[config.mk]
export PLATFORM = sky130hd
export DESIGN_NAME = peri_uart_tx
export DESIGN_NICKNAME = d
export VERILOG_FILES = /design/src/rtl/peri_uart_tx.sv
export SDC_FILE = /design/constraint.sdc
export NUM_CORES = 1
export LEC_CHECK = 0
export CAP_MARGIN = 30
export CORE_MARGIN = 2
export CORE_UTILIZATION = 30
export DETAILED_ROUTE_END_ITERATION = 16
export MAX_ROUTING_LAYER = met4
export PLACE_DENSITY = 0.47
export SLEW_MARGIN = 10
export SYNTH_ARGS = -nofsm -noshare
export SYNTH_HDL_FRONTEND = slang
export SYNTH_SLANG_ARGS = --single-unit
export TNS_END_PERCENT = 1
[constraint.sdc]
create_clock -name clk_i -period 3.2 [get_ports clk_i]
set_clock_uncertainty 0.2 [all_clocks]
set_input_delay 0.64 -clock clk_i [delete_from_list [all_inputs] [get_ports clk_i]]
set_output_delay 0.64 -clock clk_i [all_outputs]
set_load 0.02 [all_outputs]
[src/rtl/peri_uart_tx.sv]
// peri_uart_tx: Wishbone-attached UART transmitter.
// Bytes written to DATA are queued in a TX FIFO and sent 8N1, LSB first.
// Registers: 0 DATA (W), 1 STATUS (R, read clears overflow), 2 CTRL (enable / flush).
module peri_uart_tx #(
  parameter int AddrSz       = 4,
  parameter int DataSz       = 8,
  parameter int FifoDepth    = 16,
  parameter int TicksPerBaud = 104
) (
  input  logic              clk_i,
  input  logic              rst_i,
  input  logic              wb_we_i,
  input  logic [AddrSz-1:0] wb_adr_i,
  input  logic [DataSz-1:0] wb_dat_i,
  input  logic              wb_stb_i,
  output logic [DataSz-1:0] wb_dat_o,
  output logic              wb_ack_o,
  output logic              uart_tx_o
);

  localparam int PtrW  = (FifoDepth > 1) ? $clog2(FifoDepth) : 1;
  localparam int LvlW  = $clog2(FifoDepth + 1);
  localparam int BaudW = $clog2(TicksPerBaud);

  localparam logic [LvlW-1:0]   LvlFull  = LvlW'(FifoDepth);
  localparam logic [BaudW-1:0]  BaudLast = BaudW'(TicksPerBaud - 1);
  localparam logic [AddrSz-1:0] AdrData  = AddrSz'(0);
  localparam logic [AddrSz-1:0] AdrStat  = AddrSz'(1);
  localparam logic [AddrSz-1:0] AdrCtrl  = AddrSz'(2);

  typedef enum logic [1:0] {S_IDLE, S_START, S_DATA, S_STOP} state_t;

  // Bus-side registers
  logic              r_ack;
  logic [DataSz-1:0] r_dat;
  logic              r_en;
  logic              r_ovf;

  // FIFO
  logic [7:0]        r_mem [FifoDepth];
  logic [PtrW-1:0]   r_wptr;
  logic [PtrW-1:0]   r_rptr;
  logic [LvlW-1:0]   r_level;

  // Transmitter
  state_t            r_state;
  logic [BaudW-1:0]  r_baud;
  logic [2:0]        r_bit;
  logic [7:0]        r_shift;
  logic              r_tx;

  logic              w_req;
  logic              w_push_req;
  logic              w_push;
  logic              w_pop;
  logic              w_full;
  logic              w_empty;
  logic              w_flush;
  logic              w_ctrl_wr;
  logic              w_stat_rd;
  logic              w_ovf_set;
  logic              w_baud_done;
  logic [DataSz-1:0] w_rdata;
  state_t            w_state_nxt;
  logic [7:0]        w_shift_nxt;
  logic              w_tx_nxt;

  // A new transaction is one strobe cycle not already being acked.
  assign w_req       = wb_stb_i & ~r_ack;
  assign w_push_req  = w_req & wb_we_i & (wb_adr_i == AdrData);
  assign w_ctrl_wr   = w_req & wb_we_i & (wb_adr_i == AdrCtrl);
  assign w_flush     = w_ctrl_wr & wb_dat_i[1];
  assign w_stat_rd   = w_req & ~wb_we_i & (wb_adr_i == AdrStat);
  assign w_full      = (r_level == LvlFull);
  assign w_empty     = (r_level == '0);
  // When full, a push is still accepted if the transmitter frees a slot this cycle.
  assign w_push      = w_push_req & (~w_full | w_pop);
  assign w_ovf_set   = w_push_req & w_full & ~w_pop;
  assign w_baud_done = (r_baud == BaudLast);

  assign wb_ack_o  = r_ack;
  assign wb_dat_o  = r_dat;
  assign uart_tx_o = r_tx;

  // Read-data mux; unmapped addresses and DATA read as zero.
  always_comb begin
    w_rdata = '0;
    if (wb_adr_i == AdrStat) begin
      w_rdata = {r_ovf, (r_state != S_IDLE), w_full, 5'(r_level)};
    end else if (wb_adr_i == AdrCtrl) begin
      w_rdata = {7'd0, r_en};
    end
  end

  // Bus handshake, read data capture, control register and sticky overflow.
  always_ff @(posedge clk_i) begin
    if (rst_i) begin
      r_ack <= 1'b0;
      r_dat <= '0;
      r_en  <= 1'b1;
      r_ovf <= 1'b0;
    end else begin
      r_ack <= w_req;
      r_dat <= (w_req & ~wb_we_i) ? w_rdata : '0;
      if (w_ctrl_wr) r_en <= wb_dat_i[0];
      // A new overflow in the same cycle as a STATUS read stays visible.
      r_ovf <= w_ovf_set | (r_ovf & ~w_stat_rd);
    end
  end

  // FIFO pointers and level counter; flush takes priority over push/pop.
  always_ff @(posedge clk_i) begin
    if (rst_i || w_flush) begin
      r_wptr  <= '0;
      r_rptr  <= '0;
      r_level <= '0;
    end else begin
      if (w_push) r_wptr <= r_wptr + 1'b1;
      if (w_pop)  r_rptr <= r_rptr + 1'b1;
      case ({w_push, w_pop})
        2'b10:   r_level <= r_level + 1'b1;
        2'b01:   r_level <= r_level - 1'b1;
        default: r_level <= r_level;
      endcase
    end
  end

  // FIFO storage, data only.
  always_ff @(posedge clk_i) begin
    if (w_push) r_mem[r_wptr] <= wb_dat_i[7:0];
  end

  // TX next-state, pop request and next line level.
  always_comb begin
    w_state_nxt = r_state;
    w_pop       = 1'b0;
    w_shift_nxt = r_shift;
    w_tx_nxt    = 1'b1;
    case (r_state)
      S_IDLE: begin
        if (r_en && !w_empty) begin
          w_pop       = 1'b1;
          w_state_nxt = S_START;
        end
      end
      S_START: begin
        if (w_baud_done) w_state_nxt = S_DATA;
      end
      S_DATA: begin
        if (w_baud_done) begin
          w_shift_nxt = {1'b0, r_shift[7:1]};
          if (r_bit == 3'd7) w_state_nxt = S_STOP;
        end
      end
      S_STOP: begin
        if (w_baud_done) begin
          if (r_en && !w_empty) begin
            w_pop       = 1'b1;
            w_state_nxt = S_START;
          end else begin
            w_state_nxt = S_IDLE;
          end
        end
      end
      default: w_state_nxt = S_IDLE;
    endcase
    if (w_pop) w_shift_nxt = r_mem[r_rptr];
    // The line is registered, so it is derived from the state being entered.
    case (w_state_nxt)
      S_START: w_tx_nxt = 1'b0;
      S_DATA:  w_tx_nxt = w_shift_nxt[0];
      default: w_tx_nxt = 1'b1;
    endcase
  end

  // TX state, baud/bit counters and registered serial line.
  always_ff @(posedge clk_i) begin
    if (rst_i) begin
      r_state <= S_IDLE;
      r_baud  <= '0;
      r_bit   <= '0;
      r_tx    <= 1'b1;
    end else begin
      r_state <= w_state_nxt;
      r_tx    <= w_tx_nxt;
      if (r_state == S_IDLE || w_baud_done) r_baud <= '0;
      else                                  r_baud <= r_baud + 1'b1;
      if (r_state != S_DATA)   r_bit <= '0;
      else if (w_baud_done)    r_bit <= r_bit + 1'b1;
    end
  end

  // Shift register, data only.
  always_ff @(posedge clk_i) begin
    r_shift <= w_shift_nxt;
  end

endmodule

* After elaboration in Yosys (flattened, before gate mapping)
Memory sizes are Yosys's and may differ from the RTL's. A register that Yosys moved wholly into a read port is not among the register bits.
Cells that the tools add are included.
** Operators by class
- $add $sub $neg :: 6
- Equality and inequality tests :: 13
- Muxes and demuxes :: 21
- Bitwise gates (word level) :: 19
- Reductions and logical operators :: 15
** Operator list (number)
- 8-bit 2-to-1 mux :: 4
- 1-bit AND :: 11
- 2-bit 2-to-1 mux :: 5
- 5-bit one-hot mux with 2 select lines :: 1
- 4-bit by 1-bit adder with 4-bit output (second input constant) :: 2
- 2-bit equality test (second input constant) :: 4
- 4-bit 2-to-1 mux :: 2
- 2-bit one-hot mux with 4 select lines :: 1
- 2-bit nonzero test :: 4
- 7-bit by 1-bit adder with 7-bit output (second input constant) :: 1
- 7-bit equality test (second input constant) :: 1
- 2-bit by 1-bit equality test with 1-bit output (second input constant) :: 3
- 1-bit 2-to-1 mux :: 6
- 1-bit inverter :: 6
- 2-bit OR reduction :: 3
- 5-bit by 1-bit adder with 5-bit output (second input constant) :: 1
- 5-bit equality test (second input constant) :: 1
- 5-bit zero test :: 1
- 5-bit by 1-bit subtractor with 5-bit output (second input constant) :: 1
- 4-bit by 1-bit equality test with 1-bit output (second input constant) :: 1
- 4-bit by 2-bit equality test with 1-bit output (second input constant) :: 1
- 4-bit zero test :: 1
- 1-bit one-hot mux with 2 select lines :: 2
- 3-bit by 1-bit adder with 3-bit output (second input constant) :: 1
- 8 further kinds :: 10
** Storage, ports and cells
- Register bits after elaboration :: 45
- Memory bits (writable) :: 128
- Input port bits :: 16
- Output and inout bits :: 10
- Logic and storage cells :: 88
- Memories kept :: 1
** Memory list
- r_mem :: words 16, bits a word 8, rd ports 1, clocked after memory_dff 1, write ports 1, line 40 : logic [7:0] r_mem [FifoDepth];

* Longest topological paths before layout
- Depth in word-level cells :: 10
- Gate-level depth with buffers :: 11
- Gate-level depth less buffers :: 11

* Least setup slack after synthesis
OpenSTA, ideal clock, no wires.
- Path kind :: input-to-reg
- Start point :: in wb_adr_i[3]
- End point :: reg r_level[4]
- Library setup time :: 116 ps
- Arrival time :: 2796 ps
- Required time :: 2884 ps
- Setup slack :: 88 ps
- Cell stages on the path :: 9
- Buffers on the path :: 0
- Cell sequence :: nor4b_1 -> and3_1 -> nor3_1 -> fa_1 -> a21o_1 -> a21oi_1 -> nor3_1 -> or3_1 -> and3b_1
** On the way
- Word-level cells in the longest chain between the ends :: 5
- Elaborated cells between the ends (all ways) :: 11
- Classes of those cells :: eq/ne (3); mux (1); bitwise (4); reduce/logical (3)
** Ends and longest elaborated chain
- from (decl) :: line 13 : input logic [AddrSz-1:0] wb_adr_i,
- 4-bit zero test :: line 70 : assign w_push_req = w_req & wb_we_i & (wb_adr_i == AdrData);
- 1-bit AND :: line 70
- 1-bit AND :: line 77 : assign w_push = w_push_req & (~w_full | w_pop);
- 2-bit by 1-bit equality test with 1-bit output / 2-bit equality test (equally long branches) :: line 120 : case ({w_push, w_pop})
- 5-bit one-hot mux with 2 select lines / 2-bit nonzero test (equally long branches)
- to (signal assigned) :: line 121 : 2'b10: r_level <= r_level + 1'b1;
- to (signal assigned) :: line 122 : 2'b01: r_level <= r_level - 1'b1;
- to (signal assigned) :: line 123 : default: r_level <= r_level;
- to (decl) :: line 43 : logic [LvlW-1:0] r_level;
Several ways; a longest one is shown, not always the timed one.
A chain may end at the register's enable or synchronous reset.

* Worst setup path in the final report
Same ends and word-level chain as after synthesis.

==> metrics.cfg <==
[synthesis]
synth_top_area_share=0.566
postSynth.asyncResetShare=0
yosys-top-cells-area=edfxtp_1 (57%), mux4_2 (12%), dfxtp_1 (12%)
netlist-cell-type-count=53
post_synth_inst_count=434
syn-num-nets=467
post-synth-top-area-cell=edfxtp_1
synth-seq-area-share=0.683
yosysWarnings=0
ys_seq_elements=177
ys_dominant_reg_cell=edfxtp_1
postSynthAreaPerCell_um2=16.5
synth.cell_area_mm2=0.00717
synth_edf_count=135

[timing]
timing.slew.headroom=0.569
timing.final.crit_share=0.938
report.final.setup_viol=0
finalWorstPathRequiredPeriod_ns=3.00
rsz_0062_raised_after_global_routing=no
timing.fmax_mhz=333
report.final.hold_viol_count=0
slew_viol_final=0
worst-slew-pin-transition_ns=0.645

[global_route]
met2_use_gr=0.222
globalRouteMet1Util=0.164
grt_start_max_net_pins=30
grtUsageMet3=0.0386
grt_util_all_layers=0.134
first_global_vias=4193
antenna_found_initial=0
gr-max-usage-layer=met2
residual_overflow_from_global_routing=0
grt_pass1_wl_mm=24.0

[final_layout]
area_growth_pct=22.7
stdcell_area_mm2=0.00879
layout-drive-gt1-share=0.255
nNetsFinal=549
num-fill-cells=2226
multi_input_comb_area_mm2=0.00219
antenna-diode-count=0
seq_area_mm2=0.00490

[placed_design]
place.detailed.hpwl_mm=10.5
portBuffers=25
dpl-instance-area_mm2=0.00816
gp_routability_congestion=0.768

[drt]
route.final.wire_length_mm=15.0
avgViaCountPerCell=4.70
iteration_count_of_the_initial_detailed_routing_pass=4
routedWlPerCell_um=17.7
drc_errors=0
final_antenna_net_count=0
drt_first_iter_violations=265
num_vias=3984

[run_status]
run_status=finished, final reports clean

[pwr]
vdd_drop_max_v=0.000254
leakage_power_nw=2.94
total_power_mw=6.20
p_per_area_mw_per_mm2=705

[worst_setup_path]
reg2reg_to=r_level[4]
critical_path_class=primary input to flip-flop
critical_path.max_fanout=4
endpoint_kind=flip-flop
rr_startpoint=r_level[2]
crit_path_top_delay_cell=clkdlybuf4s50_1
cpPeakStageDelay_ns=0.40
critical_path.startpoint_type=primary input
crit_arrival_ns=3.12
worst_path_cell_trace=clkdlybuf4s50_1, nor4b_1, and3_1, nor3_4, fa_1, a21o_1, a21oi_1, nor3_1, or3_1, and3b_1
ff2ff_setup_slack_ns=0.25
worst_r2r_path_depth=9
worst_ep_required_time_ns=3.32

[floorplanning]
die_height_um=159
core_mm2=0.0235
top_ports=26
std_cell_rows=56
floorplan.die.width_um=159
start_util=0.305
die_area_mm2=0.0251

[clocking]
cts-hold-fix-buffers=0
max_buffers_root_to_sink=2
clock_tree.root_cell=clkbuf_16
worst_setup_hold_path_clk_slew_ns=0.07
cts_setup_buffers=0
tritoncts_clock_tree=built
clkLatencyLatePin_ns=0.43
htree_levels=4
clock_sink_count=177
cts_made_buffers=17

[min_path]
hold_path.class=flip-flop to flip-flop
worst_hold_path.num_cells=1
timing.hold.worst_endpoint=wb_ack_o
worstHoldStart=wb_ack_o

[flow_run]
max-cap-violations=0

cell usage after synthesis (2+ instances only):
master    number
nand3_1        6
nand2b_1       4
nor2b_1        3
o21ai_0        3
dfxtp_1       42
and3b_1        2
mux4_2        39
and4b_1        2
nor4b_1        2
a21o_1         3
mux2i_1        7
and3_1         4
nand2_1       28
a211oi_1       2
clkbuf_1       5
buf_1          5
xor2_1         6
o21ai_1        7
nor3b_1        2
nor2_1        41
nor3_1         9
buf_2          4
and2_1         7
inv_1          7
edfxtp_1     135
xnor2_1        9
ha_1          16
a21oi_1        7
a211o_1        3
what timing repair did:
item | in CTS | in global routing
setup endpoints to repair | 0 | 1
resized for setup | 0 | 2
hold endpoints to repair | 0 | 0
worst max-delay path by stage:
stage | from | endpoint | slack (ns) | depth (start not counted)
global placement | wb_adr_i[3] | r_level[4] | -0.19 | 10
floorplan | wb_adr_i[3] | r_level[4] | 0.09 | 9
finish | wb_adr_i[3] | r_level[4] | 0.20 | 10
global route | wb_stb_i | r_level[4] | 0.01 | 10
CTS | r_state[0] | r_level[4] | 0.02 | 11
detailed placement | wb_adr_i[0] | r_level[4] | -0.24 | 10
cells by family (layout without fill, tap and decap cells):
group / count (synthesis) / count (layout) / synth area share
flops: 177 / 177 / 0.683
simple gates: 121 / 121 / 0.0854
mux: 47 / 47 / 0.134
compound gates: 35 / 35 / 0.0361
buf+inv: 22 / 117 / 0.0127
fa+ha+maj: 17 / 17 / 0.0307
xor+xnor: 15 / 15 / 0.0183
registers in the layout, indices dropped and copies added, names as in the netlist, named ones only:
register and count:
r_level 5, r_ovf 1, wb_ack_o 1, r_shift 8
r_bit 3, r_state 2, r_rptr 4, r_en 1
r_baud 7, uart_tx_o 1, wb_dat_o 8, r_wptr 4
r_mem 128
final cells by class:
| class | instances | area share |
|---|---|---|
| multi-input cells | 235 | 0.249 |
| repair buffers | 78 | 0.0748 |
| clock buffers | 17 | 0.0484 |
| well taps | 319 | 0.0454 |
| inverters | 7 | 0.00299 |
| clock inverters | 15 | 0.0222 |
| flip-flops and latches | 177 | 0.557 |
through the flow:
| step | cells | hold slack (ns) | utilization | setup WS (ns) | TNS, ns |
|---|---|---|---|---|---|
| floorplan | 434 | 0.230 | - | 0.0883 | 0 |
| global placement | 815 | 0.246 | 0.347 | -0.191 | -0.224 |
| detailed placement | 815 | 0.251 | 0.347 | -0.239 | -0.397 |
| CTS | 847 | 0.260 | 0.374 | 0.0171 | 0 |
| global route | 848 | 0.268 | 0.375 | 0.0120 | 0 |
| finish | 848 | 0.250 | 0.375 | 0.199 | 0 |
worst max-delay path: cells and delay by family:
family,cells,cell delay [ns]
and+or+nand+nor,6,1.28
buffers and inverters,1,0.40
AOI/OAI and AO/OA,2,0.40
adders and majority gates,1,0.39
cell usage in the layout (no fill, tap or decap), drive strengths merged, types with 2 or more instances in the layout:
cell type        n
xor2             6
clkdlybuf4s50   25
nor2            42
mux2i            7
o21ai           10
xnor2            9
clkinv           7
and2             8
a31oi            2
nand2b           4
buf             53
a21o             3
and3b            2
nand2           28
ha              16
a21oi            8
inv             13
a211o            3
bufinv           2
and3             4
nor4b            3
a211oi           2
nand3            6
mux4            39
clkbuf          17
dfxtp           42
and4b            2
edfxtp         135
nor2b            3
nor3b            2
nor3            10
power breakdown:
part / internal [mW] / leakage [nW] / switching, mW
Combinational: 0.671 / 1.08 / 0.685
Clock: 1.19 / 0.305 / 0.951
Sequential: 2.61 / 1.56 / 0.0832
per-layer routing:
metal,vias to the layer above,share of wire
li1,1835,-
met1,2075,0.45
met2,68,0.51
met3,6,0.032
met4,0,0.0069
met5,-,0
(Power assumes the default switching activity.)
